--- config.mk ---
export PLATFORM = sky130hd
export DESIGN_NAME = mult_div_sequencer
export DESIGN_NICKNAME = d
export VERILOG_FILES = /design/src/rtl/md_pkg.sv /design/src/rtl/md_iter_datapath.sv /design/src/rtl/mult_div_sequencer.sv
export SDC_FILE = /design/constraint.sdc
export NUM_CORES = 1
export LEC_CHECK = 0
export CORE_MARGIN = 2
export CORE_UTILIZATION = 45
export CTS_BUF_LIST = sky130_fd_sc_hd__clkbuf_16
export DETAILED_ROUTE_END_ITERATION = 7
export MAX_ROUTING_LAYER = met4
export PLACE_DENSITY = 0.65
export SETUP_SLACK_MARGIN = 0.5
export SLEW_MARGIN = 25
export SYNTH_ARGS = -nofsm -noshare
export SYNTH_HDL_FRONTEND = slang
export SYNTH_SLANG_ARGS = --single-unit
--- constraint.sdc ---
create_clock -name Clk -period 9.55 [get_ports Clk]
set_input_delay 1.91 -clock Clk [delete_from_list [all_inputs] [get_ports Clk]]
set_output_delay 1.91 -clock Clk [all_outputs]
set_load 0.1 [all_outputs]
--- src/rtl/md_pkg.sv ---
// Shared types and helpers for the multiply/divide sequencer.
// State encoding, op codes and two's-complement negation.
package md_pkg;

  typedef enum logic [1:0] {
    IDLE,
    RUN,
    SIGN
  } state_t;

  localparam logic OP_MULT = 1'b0;
  localparam logic OP_DIV  = 1'b1;

  // Widest value neg2c handles; callers zero-extend and truncate.
  localparam int MAXW = 128;

  function automatic logic [MAXW-1:0] neg2c(
    input logic [MAXW-1:0] x
  );
    return ~x + MAXW'(1);
  endfunction

endpackage

--- src/rtl/md_iter_datapath.sv ---
// Shared adder plus {hi,lo} shift registers for shift-add multiply and restoring divide.
// Ports: clk, rst_n, load/init_*, iter, op in; hi, lo out.
module md_iter_datapath
  import md_pkg::*;
#(
  parameter int WIDTH = 32
) (
  input  logic             clk,
  input  logic             rst_n,
  input  logic             load,
  input  logic             iter,
  input  logic             op,
  input  logic [WIDTH-1:0] init_hi,
  input  logic [WIDTH-1:0] init_lo,
  input  logic [WIDTH-1:0] init_m,
  output logic [WIDTH-1:0] hi,
  output logic [WIDTH-1:0] lo
);

  logic [WIDTH-1:0] m;
  logic [WIDTH:0]   add_a;
  logic [WIDTH:0]   add_b;
  logic [WIDTH+1:0] sum;

  // Divide: subtract m from the left-shifted remainder; the top
  // bit of sum is the no-borrow flag. Multiply: plain add, sum[WIDTH]
  // is the carry kept for the right shift.
  assign add_a = (op == OP_DIV) ? {hi, lo[WIDTH-1]} : {1'b0, hi};
  assign add_b = (op == OP_DIV) ? ~{1'b0, m} : {1'b0, m};
  assign sum   = {1'b0, add_a} + {1'b0, add_b} + (WIDTH+2)'(op);

  always_ff @(posedge clk or negedge rst_n) begin
    if (!rst_n) begin
      hi <= '0;
      lo <= '0;
      m  <= '0;
    end else if (load) begin
      hi <= init_hi;
      lo <= init_lo;
      m  <= init_m;
    end else if (iter) begin
      if (op == OP_DIV) begin
        if (sum[WIDTH+1]) begin
          hi <= sum[WIDTH-1:0];
          lo <= {lo[WIDTH-2:0], 1'b1};
        end else begin
          hi <= add_a[WIDTH-1:0];
          lo <= {lo[WIDTH-2:0], 1'b0};
        end
      end else if (lo[0]) begin
        hi <= sum[WIDTH:1];
        lo <= {sum[0], lo[WIDTH-1:1]};
      end else begin
        hi <= {1'b0, hi[WIDTH-1:1]};
        lo <= {hi[0], lo[WIDTH-1:1]};
      end
    end
  end

endmodule

--- src/rtl/mult_div_sequencer.sv ---
// MULT/MULTU/DIV/DIVU sequencer owning HI/LO; 32-step iterate then sign fix.
// Ports: Clk, Reset(n), Start, Op, Unsigned, A, B, Abort in; Busy, Done, DivZero, Hi, Lo out.
module mult_div_sequencer
  import md_pkg::*;
#(
  parameter int WIDTH = 32
) (
  input  logic             Clk,
  input  logic             Reset,
  input  logic             Start,
  input  logic             Op,
  input  logic             Unsigned,
  input  logic [WIDTH-1:0] A,
  input  logic [WIDTH-1:0] B,
  input  logic             Abort,
  output logic             Busy,
  output logic             Done,
  output logic             DivZero,
  output logic [WIDTH-1:0] Hi,
  output logic [WIDTH-1:0] Lo
);

  localparam int CW = $clog2(WIDTH + 1);

  state_t state;
  logic [CW-1:0] cnt;
  logic op_q, sa_q, sb_q, dz_q;
  logic sa, sb, div0, load, iter;
  logic [WIDTH-1:0] na, nb, mag_a, mag_b;
  logic [WIDTH-1:0] init_hi, init_lo, init_m;
  logic [WIDTH-1:0] dp_hi, dp_lo, nhi, nlo;
  logic [2*WIDTH-1:0] nprod;
  logic [WIDTH-1:0] res_hi, res_lo;

  assign sa    = ~Unsigned & A[WIDTH-1];
  assign sb    = ~Unsigned & B[WIDTH-1];
  assign na    = WIDTH'(neg2c(MAXW'(A)));
  assign nb    = WIDTH'(neg2c(MAXW'(B)));
  assign mag_a = sa ? na : A;
  assign mag_b = sb ? nb : B;
  assign div0  = (Op == OP_DIV) && (B == '0);

  assign load = (state == IDLE) && Start;
  assign iter = (state == RUN) && !Abort;

  // Divide by zero preloads the final Hi/Lo so SIGN just copies them.
  assign init_hi = div0 ? A : '0;
  assign init_lo = div0 ? '1 : ((Op == OP_DIV) ? mag_a : mag_b);
  assign init_m  = (Op == OP_DIV) ? mag_b : mag_a;

  md_iter_datapath #(.WIDTH(WIDTH)) u_dp (
    .clk     (Clk),
    .rst_n   (Reset),
    .load    (load),
    .iter    (iter),
    .op      (op_q),
    .init_hi (init_hi),
    .init_lo (init_lo),
    .init_m  (init_m),
    .hi      (dp_hi),
    .lo      (dp_lo)
  );

  assign nhi   = WIDTH'(neg2c(MAXW'(dp_hi)));
  assign nlo   = WIDTH'(neg2c(MAXW'(dp_lo)));
  assign nprod = (2*WIDTH)'(neg2c(MAXW'({dp_hi, dp_lo})));

  always_comb begin
    res_hi = dp_hi;
    res_lo = dp_lo;
    if (op_q == OP_DIV) begin
      if (sa_q ^ sb_q) res_lo = nlo;
      if (sa_q)        res_hi = nhi;
    end else if (sa_q ^ sb_q) begin
      {res_hi, res_lo} = nprod;
    end
  end

  always_ff @(posedge Clk or negedge Reset) begin
    if (!Reset) begin
      state   <= IDLE;
      cnt     <= '0;
      op_q    <= OP_MULT;
      sa_q    <= 1'b0;
      sb_q    <= 1'b0;
      dz_q    <= 1'b0;
      Busy    <= 1'b0;
      Done    <= 1'b0;
      DivZero <= 1'b0;
      Hi      <= '0;
      Lo      <= '0;
    end else begin
      Done <= 1'b0;
      unique case (state)
        IDLE: begin
          if (Start) begin
            op_q  <= Op;
            sa_q  <= sa & ~div0;
            sb_q  <= sb & ~div0;
            dz_q  <= div0;
            cnt   <= '0;
            Busy  <= 1'b1;
            state <= div0 ? SIGN : RUN;
          end
        end
        RUN: begin
          if (Abort) begin
            Busy  <= 1'b0;
            state <= IDLE;
          end else begin
            cnt <= cnt + CW'(1);
            if (cnt == CW'(WIDTH - 1)) state <= SIGN;
          end
        end
        SIGN: begin
          Busy  <= 1'b0;
          state <= IDLE;
          if (!Abort) begin
            Hi   <= res_hi;
            Lo   <= res_lo;
            Done <= 1'b1;
            if (op_q == OP_DIV) DivZero <= dz_q;
          end
        end
        default: begin
          Busy  <= 1'b0;
          state <= IDLE;
        end
      endcase
    end
  end

endmodule

==> metrics.md, run 1 <==
| Metric | Value |
|---|---|
| Leading cell types by count after synthesis | `o21ai_0, nand2_1, dfrtp_1` |
| Worst-path fanout max | `89` |
| 1st-iter DRT viols | `1,455` |
| Clock Sinks | `175` |
| Worst EP arrival | `between 5 and 6 ns` |
| Peak VDD IR | `~0.15 mV` |
| Placement Cell Area | `15,900 µm²` |
| First-pass GRT wire length | `80,800 µm` |
| Fmax | `roughly 0.20 GHz` |
| Hold Violations, Final | `0` |
| Post-Syn Area per Cell | `around 7.9 µm²` |
| Core box area | `approximately 31,000 µm²` |
| NumNets Final | `1,967` |
| Fraction of layout cells with a size suffix above 1 | `under 10%` |
| Pre-antenna DRT Iters | `6` |
| Fin util | `52.5%` |
| Post-synthesis async set-or-reset flop share | `100%` |
| Worst r2r src | `op_q` |
| Final RePlAce weighted congestion | `0.983` |
| Post-synth EDFFs | `0` |
| Unrepaired setup endpoints after global routing | `false` |
| Final wirelength | `around 53,000 µm` |
| Die Y | `around 180 µm` |
| WHS | `0.478 ns` |
| Warnings, synthesis | `0` |
| Period minus WS final | `a little under 5 ns` |
| PwrDens | `276 nW/µm²` |
| Average vias per placed instance | `6.32` |
| Hold buffers post-CTS | `0` |
| Root Buffer | `clkbuf_16` |
| H-tree lvl count | `4` |
| Tcrit/Tclk final | `51.6%` |
| WHS Path Cells | `2` |
| Row cnt | `65` |
| Hold_sp | `Hi[3]` |
| Worst-Skew Late Latency | `0.47 ns` |
| Critical path launch point type | `flop` |
| Bufs on Longest Clock Path | `2` |
| WHS Endpoint | `Hi[3]` |
| Synth top area share | `30.5%` |
| Dominant cell type by area after synthesis | `dfrtp_1` |
| Setup TNS | `0 ns` |
| Antenna violations before repair | `1` |
| Hold WC Path Type | `reg -> reg` |
| Pre-CTS setup slack | `4.25 ns` |
| Post-Synthesis Cells | `1,822` |
| Port bufs | `136` |
| Distinct cell type count after synthesis | `72` |
| Post-route antenna net violation count | `0` |
| Sequential area share after synthesis | `30.5%` |
| Top post-synthesis cells by area | `dfrtp_1, o21ai_0, xor2_1` |
| CTS Buf Count | `17` |
| Reg2reg end | `u_dp.hi[28]` |
| Worst clock skew | `0.0168 ns` |
| R2R cell count | `11` |
| Slew Viols, Final | `0` |
| Largest net degree at the start of global routing | `90` |
| Final WS setup | `4.62 ns` |
| Die width | `183 µm` |
| Post-DR wirelength/cell | `roughly 23 µm` |
| CTS clock-pin slew for the worst setup and hold paths | `0.07 ns` |
| Rel. slew slack | `between 30% and 40%` |
| Initial Util | `45.6%` |
| CTS tree | `yes` |
| Synth Register Bits | `175` |
| GRT Overall Usage | `approximately a third` |
| DRC viols | `0` |
| DIE AREA | `33,400 µm²` |
| FF-to-FF setup slack | `between 4 and 5 ns` |
| Tightest Pin Transition | `between 0.9 and 1 ns` |
| Leakage | `about 6.6 nW` |
| Setup CP Type | `reg -> reg` |
| CP required | `~10 ns` |
| Post-route design area | `between 15,000 and 20,000 µm²` |
| Leading register cell type out of synthesis | `dfrtp_1` |
| Number of buffers added for setup after CTS | `0` |
| Ports | `137` |
| Area Overhead vs Synth | `15.1%` |
| Mapped Area | `approximately 14,000 µm²` |
| Hpwl dp | `39,400 µm` |
| Max-cap violation count | `0` |
| Grt total ovfl | `0` |
| Vias post-DR | `14,400` |
| Status | `finished, final reports clean` |
| Vias in the first global route | `13,400` |
| Final setup viols | `0` |
| Count leader, synth | `o21ai_0` |
| Worst setup EP type | `flop` |
| Syn Nets | `1,929` |
| Resized Gates After CTS | `0` |
[placed cells by master, fill, tap and decap left out, types with 7 or more instances in the layout]
cell and count:
a21o_1 14, or4_1 17, and2_1 8, o21ai_0 212
o41ai_1 9, xnor2_1 65, nand2b_1 12, a211oi_1 21
dfrtp_1 174, clkdlybuf4s50_1 134, a221oi_1 18, clkbuf_16 17
nor3_1 48, o21bai_1 8, a21oi_1 156, mux2_2 40
xor2_1 114, nand4_1 11, a22oi_1 20, nor2b_1 7
o21a_1 7, nor4_1 16, nand3b_1 7, a31oi_1 11
o221ai_1 15, o21ai_1 10, inv_1 28, o211ai_1 8
buf_4 24, nor2_1 155, nand3_1 27, o31ai_1 34
ha_1 36, or3_1 20, mux2i_1 44, nand2_1 206
a222oi_1 10
[critical path, stage by stage, from the launching register on]
cell and delay (ns):
dfrtp_4 0.53, buf_6 0.62, mux2_2 0.41, ha_1 0.39, nand2_1 0.14, nor4_1 0.47
a31oi_1 0.21, a21boi_0 0.59, o21ai_0 0.20, and2_1 0.53, a2111oi_0 0.56, nor2_1 0.08
[how the worst max path moves through the flow]
stage                     startpoint           to  slack, ns  depth (start not counted)
after detailed placement       B[11]  u_dp.hi[26]       4.25                         10
after CTS                       op_q  u_dp.hi[28]       4.53                         11
final                           op_q  u_dp.hi[28]       4.62                         11
after global placement         B[11]  u_dp.hi[26]       4.35                         10
after global routing            op_q  u_dp.hi[28]       4.26                         11
after floorplan                 op_q  u_dp.hi[12]       4.88                         16
[cell type report]
class | count | area [µm²]
inverter | 28 | 105
clock inverter | 15 | 158
tap | 402 | 503
multi-input combinational | 1476 | 9390
clock buffer | 17 | 425
fill | 3037 | 14900
antenna | 2 | 5.00
sequential | 175 | 4380
timing repair buffer | 162 | 1560
[flip-flops by register name, indices dropped and copies added (netlist names)]
register,cells
u_dp.hi,32
u_dp.m,32
Hi,32
dz_q,1
Busy,1
cnt,6
sb_q,1
DivZero,1
sa_q,1
op_q,1
Lo,32
Done,1
state,2
u_dp.lo,32
[cell families (layout without fill, tap and decap cells)]
family / count (synthesis) / count (layout) / synth area share, %
xor gates and xnor gates: 179 / 179 / 10.9
adders and majority gates: 37 / 37 / 3.28
other: 0 / 2 / 0
DFF: 175 / 175 / 30.5
and+or+nand+nor: 576 / 576 / 18.9
buffers and inverters: 171 / 222 / 4.49
AOI/OAI and AO/OA: 600 / 600 / 25.8
muxes: 84 / 84 / 6.20
[through the flow]
step | cells | power (mW)
4_1_cts | 2275 | 4.50
3_5_place_dp | 2243 | 3.76
5_1_grt | 2275 | 4.84
2_1_floorplan | 1822 | 2.96
3_3_place_gp | 2243 | 3.75
6_report | 2277 | 4.55
[where the power goes]
part           internal, mW  switching [mW]
Clock                 0.389           0.345
Sequential            0.875           0.380
Combinational         0.981            1.58
Total                  2.25            2.31
[per-layer routing]
layer  part of all wire [%]  vias up  wire length, µm  global-route usage (%)
li1                       -     6700                -                       -
met4                    4.0        0             2130                    13.1
met1                     43     6922            22900                    43.4
met3                    7.3      106             3880                    4.69
met2                     45      654            24000                    50.3
met5                      0        -                0                       -
Note: power is estimated with default switching activity, not from simulation.
==> run 2, diff against run 1 <==
- PLACE_DENSITY: 0.65 -> 0.68
- clock period: 9.55 -> 4.5 ns (I/O delays scaled with it)
==> metrics.md, run 2 (synthesis gave the netlist of run 1 again) <==
| Metric | Value |
|---|---|
| CTS tree | `yes` |
| Switch share | `between 50 and 60%` |
| Flop pwr share | `24.0%` |
| Worst-path fanout max | `11` |
| DP Cell Count | `2,317` |
| Seq. cell area | `4380 µm²` |
| CP required | `4.85 ns` |
| Antenna violations before repair | `0` |
| Comb pwr share | `61.1%` |
| WHS Path Cells | `2` |
| Area Overhead vs Synth | `19.7%` |
| Inserted Diodes | `0` |
| DRC viols | `0` |
| CTS clock-pin slew for the worst setup and hold paths | `0.09 ns` |
| Slowest-stage cell, CP | `o311ai_0` |
| Setup TNS | `0 ns` |
| Max-cap violation count | `0` |
| Worst EP arrival | `4.24 ns` |
| Leakage | `7.05 nW` |
| Critical path launch point type | `flop` |
| P_sw | `just over 5 mW` |
| Hpwl dp | `roughly 42,000 µm` |
| Final setup viols | `0` |
| Clock Sinks | `approximately 180` |
| Fmax | `~0.26 GHz` |
| Pre-CTS setup slack | `0.419 ns` |
| Cell Int Power | `5.08 mW` |
| Final WS setup | `0.608 ns` |
| DIE AREA | `between 30,000 and 40,000 µm²` |
| Unrepaired setup endpoints after global routing | `false` |
| Period minus WS final | `slightly below 4 ns` |
| Final wirelength | `around 55,000 µm` |
| Rel. slew slack | `around 33%` |
| FF-to-FF setup slack | `0.61 ns` |
| Commonest non-fill, non-tap cell in the layout | `o21ai_0` |
| Largest net degree at the start of global routing | `92` |
| Non-Filler Instances | `between 2,000 and 2,500` |
| Post-route antenna net violation count | `0` |
| Vias post-DR | `14,800` |
| Post-DR wirelength/cell | `between 20 and 25 µm` |
| Vias in the first global route | `approximately 14,000` |
| Hold Violations, Final | `0` |
| Ports | `137` |
| Tcrit/Tclk final | `just under 90%` |
| First-pass GRT wire length | `83,600 µm` |
| Slew Viols, Final | `0` |
| Hold_sp | `Lo[21]` |
| Worst r2r src | `op_q` |
| CTS Buf Count | `17` |
| Fillers | `2,986` |
| Crit-path max cell delay | `0.66 ns` |
| Fraction of layout cells with a size suffix above 1 | `11.0%` |
| Root Buffer | `clkbuf_16` |
| Row cnt | `65` |
| Status | `finished, final reports clean` |
| Worst-Skew Late Latency | `0.47 ns` |
| Most frequent cells in the layout | `o21ai_0, nand2_1, dfrtp_1, a21oi_1, nor2_1` |
| Setup CP Type | `reg -> reg` |
| Worst setup EP type | `flop` |
| Reg2reg end | `u_dp.hi[27]` |
| Peak VDD IR | `about 0.33 mV` |
| Bufs on Longest Clock Path | `2` |
| Port bufs | `136` |
| Core box area | `roughly 31,000 µm²` |
| Clk pwr share | `14.9%` |
| R2R cell count | `11` |
| PwrDens | `between 500 and 600 nW/µm²` |
| Grt total ovfl | `0` |
| Worst path bufs/invs | `1` |
| Initial Util | `a little under half` |
| WHS Endpoint | `Lo[21]` |
| Tightest Pin Transition | `0.998 ns` |
| Worst clock skew | `approximately 0.020 ns` |
| Final RePlAce weighted congestion | `1.05` |
| GRT Overall Usage | `approximately a third` |
| Hold WC Path Type | `reg -> reg` |
| NumNets Final | `a little over 2,000` |
| Multi-input gate area | `9420 µm²` |
| H-tree lvl count | `4` |
| Largest delay contributor family on the critical path | `compound AO/OA/AOI/OAI gates` |
| Pre-antenna DRT Iters | `6` |
| Hold buffers post-CTS | `0` |
| 1st-iter DRT viols | `1,894` |
| CP cell instances | `buf_12 > mux2_2 > ha_1 > a21oi_1 > o21ai_0 > o311ai_0 > and2_1 > a31oi_1 > a21boi_1 > xnor2_1 > a311o_1` |
| Die width | `183 µm` |
| Die Y | `183 µm` |
| Average vias per placed instance | `6.29` |
[run 2: changes by cell type in the layout (fill, tap and decap cells not counted), sizes merged]
cell and change:
buf +78, diode -2, clkinvlp -2, inv +3
bufinv -2, clkinv +1
[run 2: layout make-up]
type	instances	share of cell area [%]
sequential	175	25.5
timing repair buffer	240	12.8
inverter	28	0.611
clock buffer	17	2.47
tap	402	2.93
clock inverter	15	0.837
multi-input combinational	1476	54.8
[run 2: how the worst max path moves through the flow]
stage / startpoint / end / slack [ns] / cells after the start
2_1_floorplan: op_q / u_dp.hi[27] / 0.50 / 16
3_3_place_gp: B[11] / u_dp.hi[26] / 0.48 / 10
3_5_place_dp: B[11] / u_dp.hi[8] / 0.42 / 9
4_1_cts: op_q / u_dp.hi[18] / 0.47 / 11
5_1_grt: op_q / u_dp.hi[27] / 0.50 / 11
6_report: op_q / u_dp.hi[27] / 0.61 / 11
[run 2: metal layers]
layer  wire length (µm)  GRT usage (%)  share of wire (%)
met5                  0              -                  0
met4               2040           12.3                3.7
met3               4170           4.53                7.6
met2              25000           52.9                 46
met1              23400           44.8                 43
[run 2: metrics by stage]
| step | cell area [µm²] | total power [mW] | hold slack [ns] | util [%] |
|---|---|---|---|---|
| after floorplan | 14400 | 6.30 | 0.446 | - |
| after global placement | 16500 | 8.40 | 0.460 | 52.6 |
| after detailed placement | 16500 | 8.42 | 0.469 | 52.6 |
| after CTS | 17100 | 9.94 | 0.484 | 54.4 |
| after global routing | 17200 | 10.8 | 0.500 | 54.6 |
| final | 17200 | 10.2 | 0.476 | 54.6 |
[run 2: timing repair]
item                                    in CTS  in global routing
setup buffers                                0                  4
pin swaps                                    0                  1
gates resized for setup                      0                  6
endpoints found under the setup margin       1                 31
[run 2: worst register-to-register path: stages, from the launching register on]
cell	delay, ns
dfrtp_4	0.52
buf_12	0.16
mux2_2	0.34
ha_1	0.37
a21oi_1	0.17
o21ai_0	0.20
o311ai_0	0.66
and2_1	0.40
a31oi_1	0.21
a21boi_1	0.29
xnor2_1	0.10
a311o_1	0.34
[run 2: power by group through the flow]
stage	sequential [mW]	combinational (mW)	clock, mW
2_1_floorplan	2.09	4.21	0
3_3_place_gp	2.44	5.96	0
3_5_place_dp	2.45	5.97	0
4_1_cts	2.42	6.00	1.52
5_1_grt	2.46	6.74	1.58
6_report	2.44	6.20	1.52
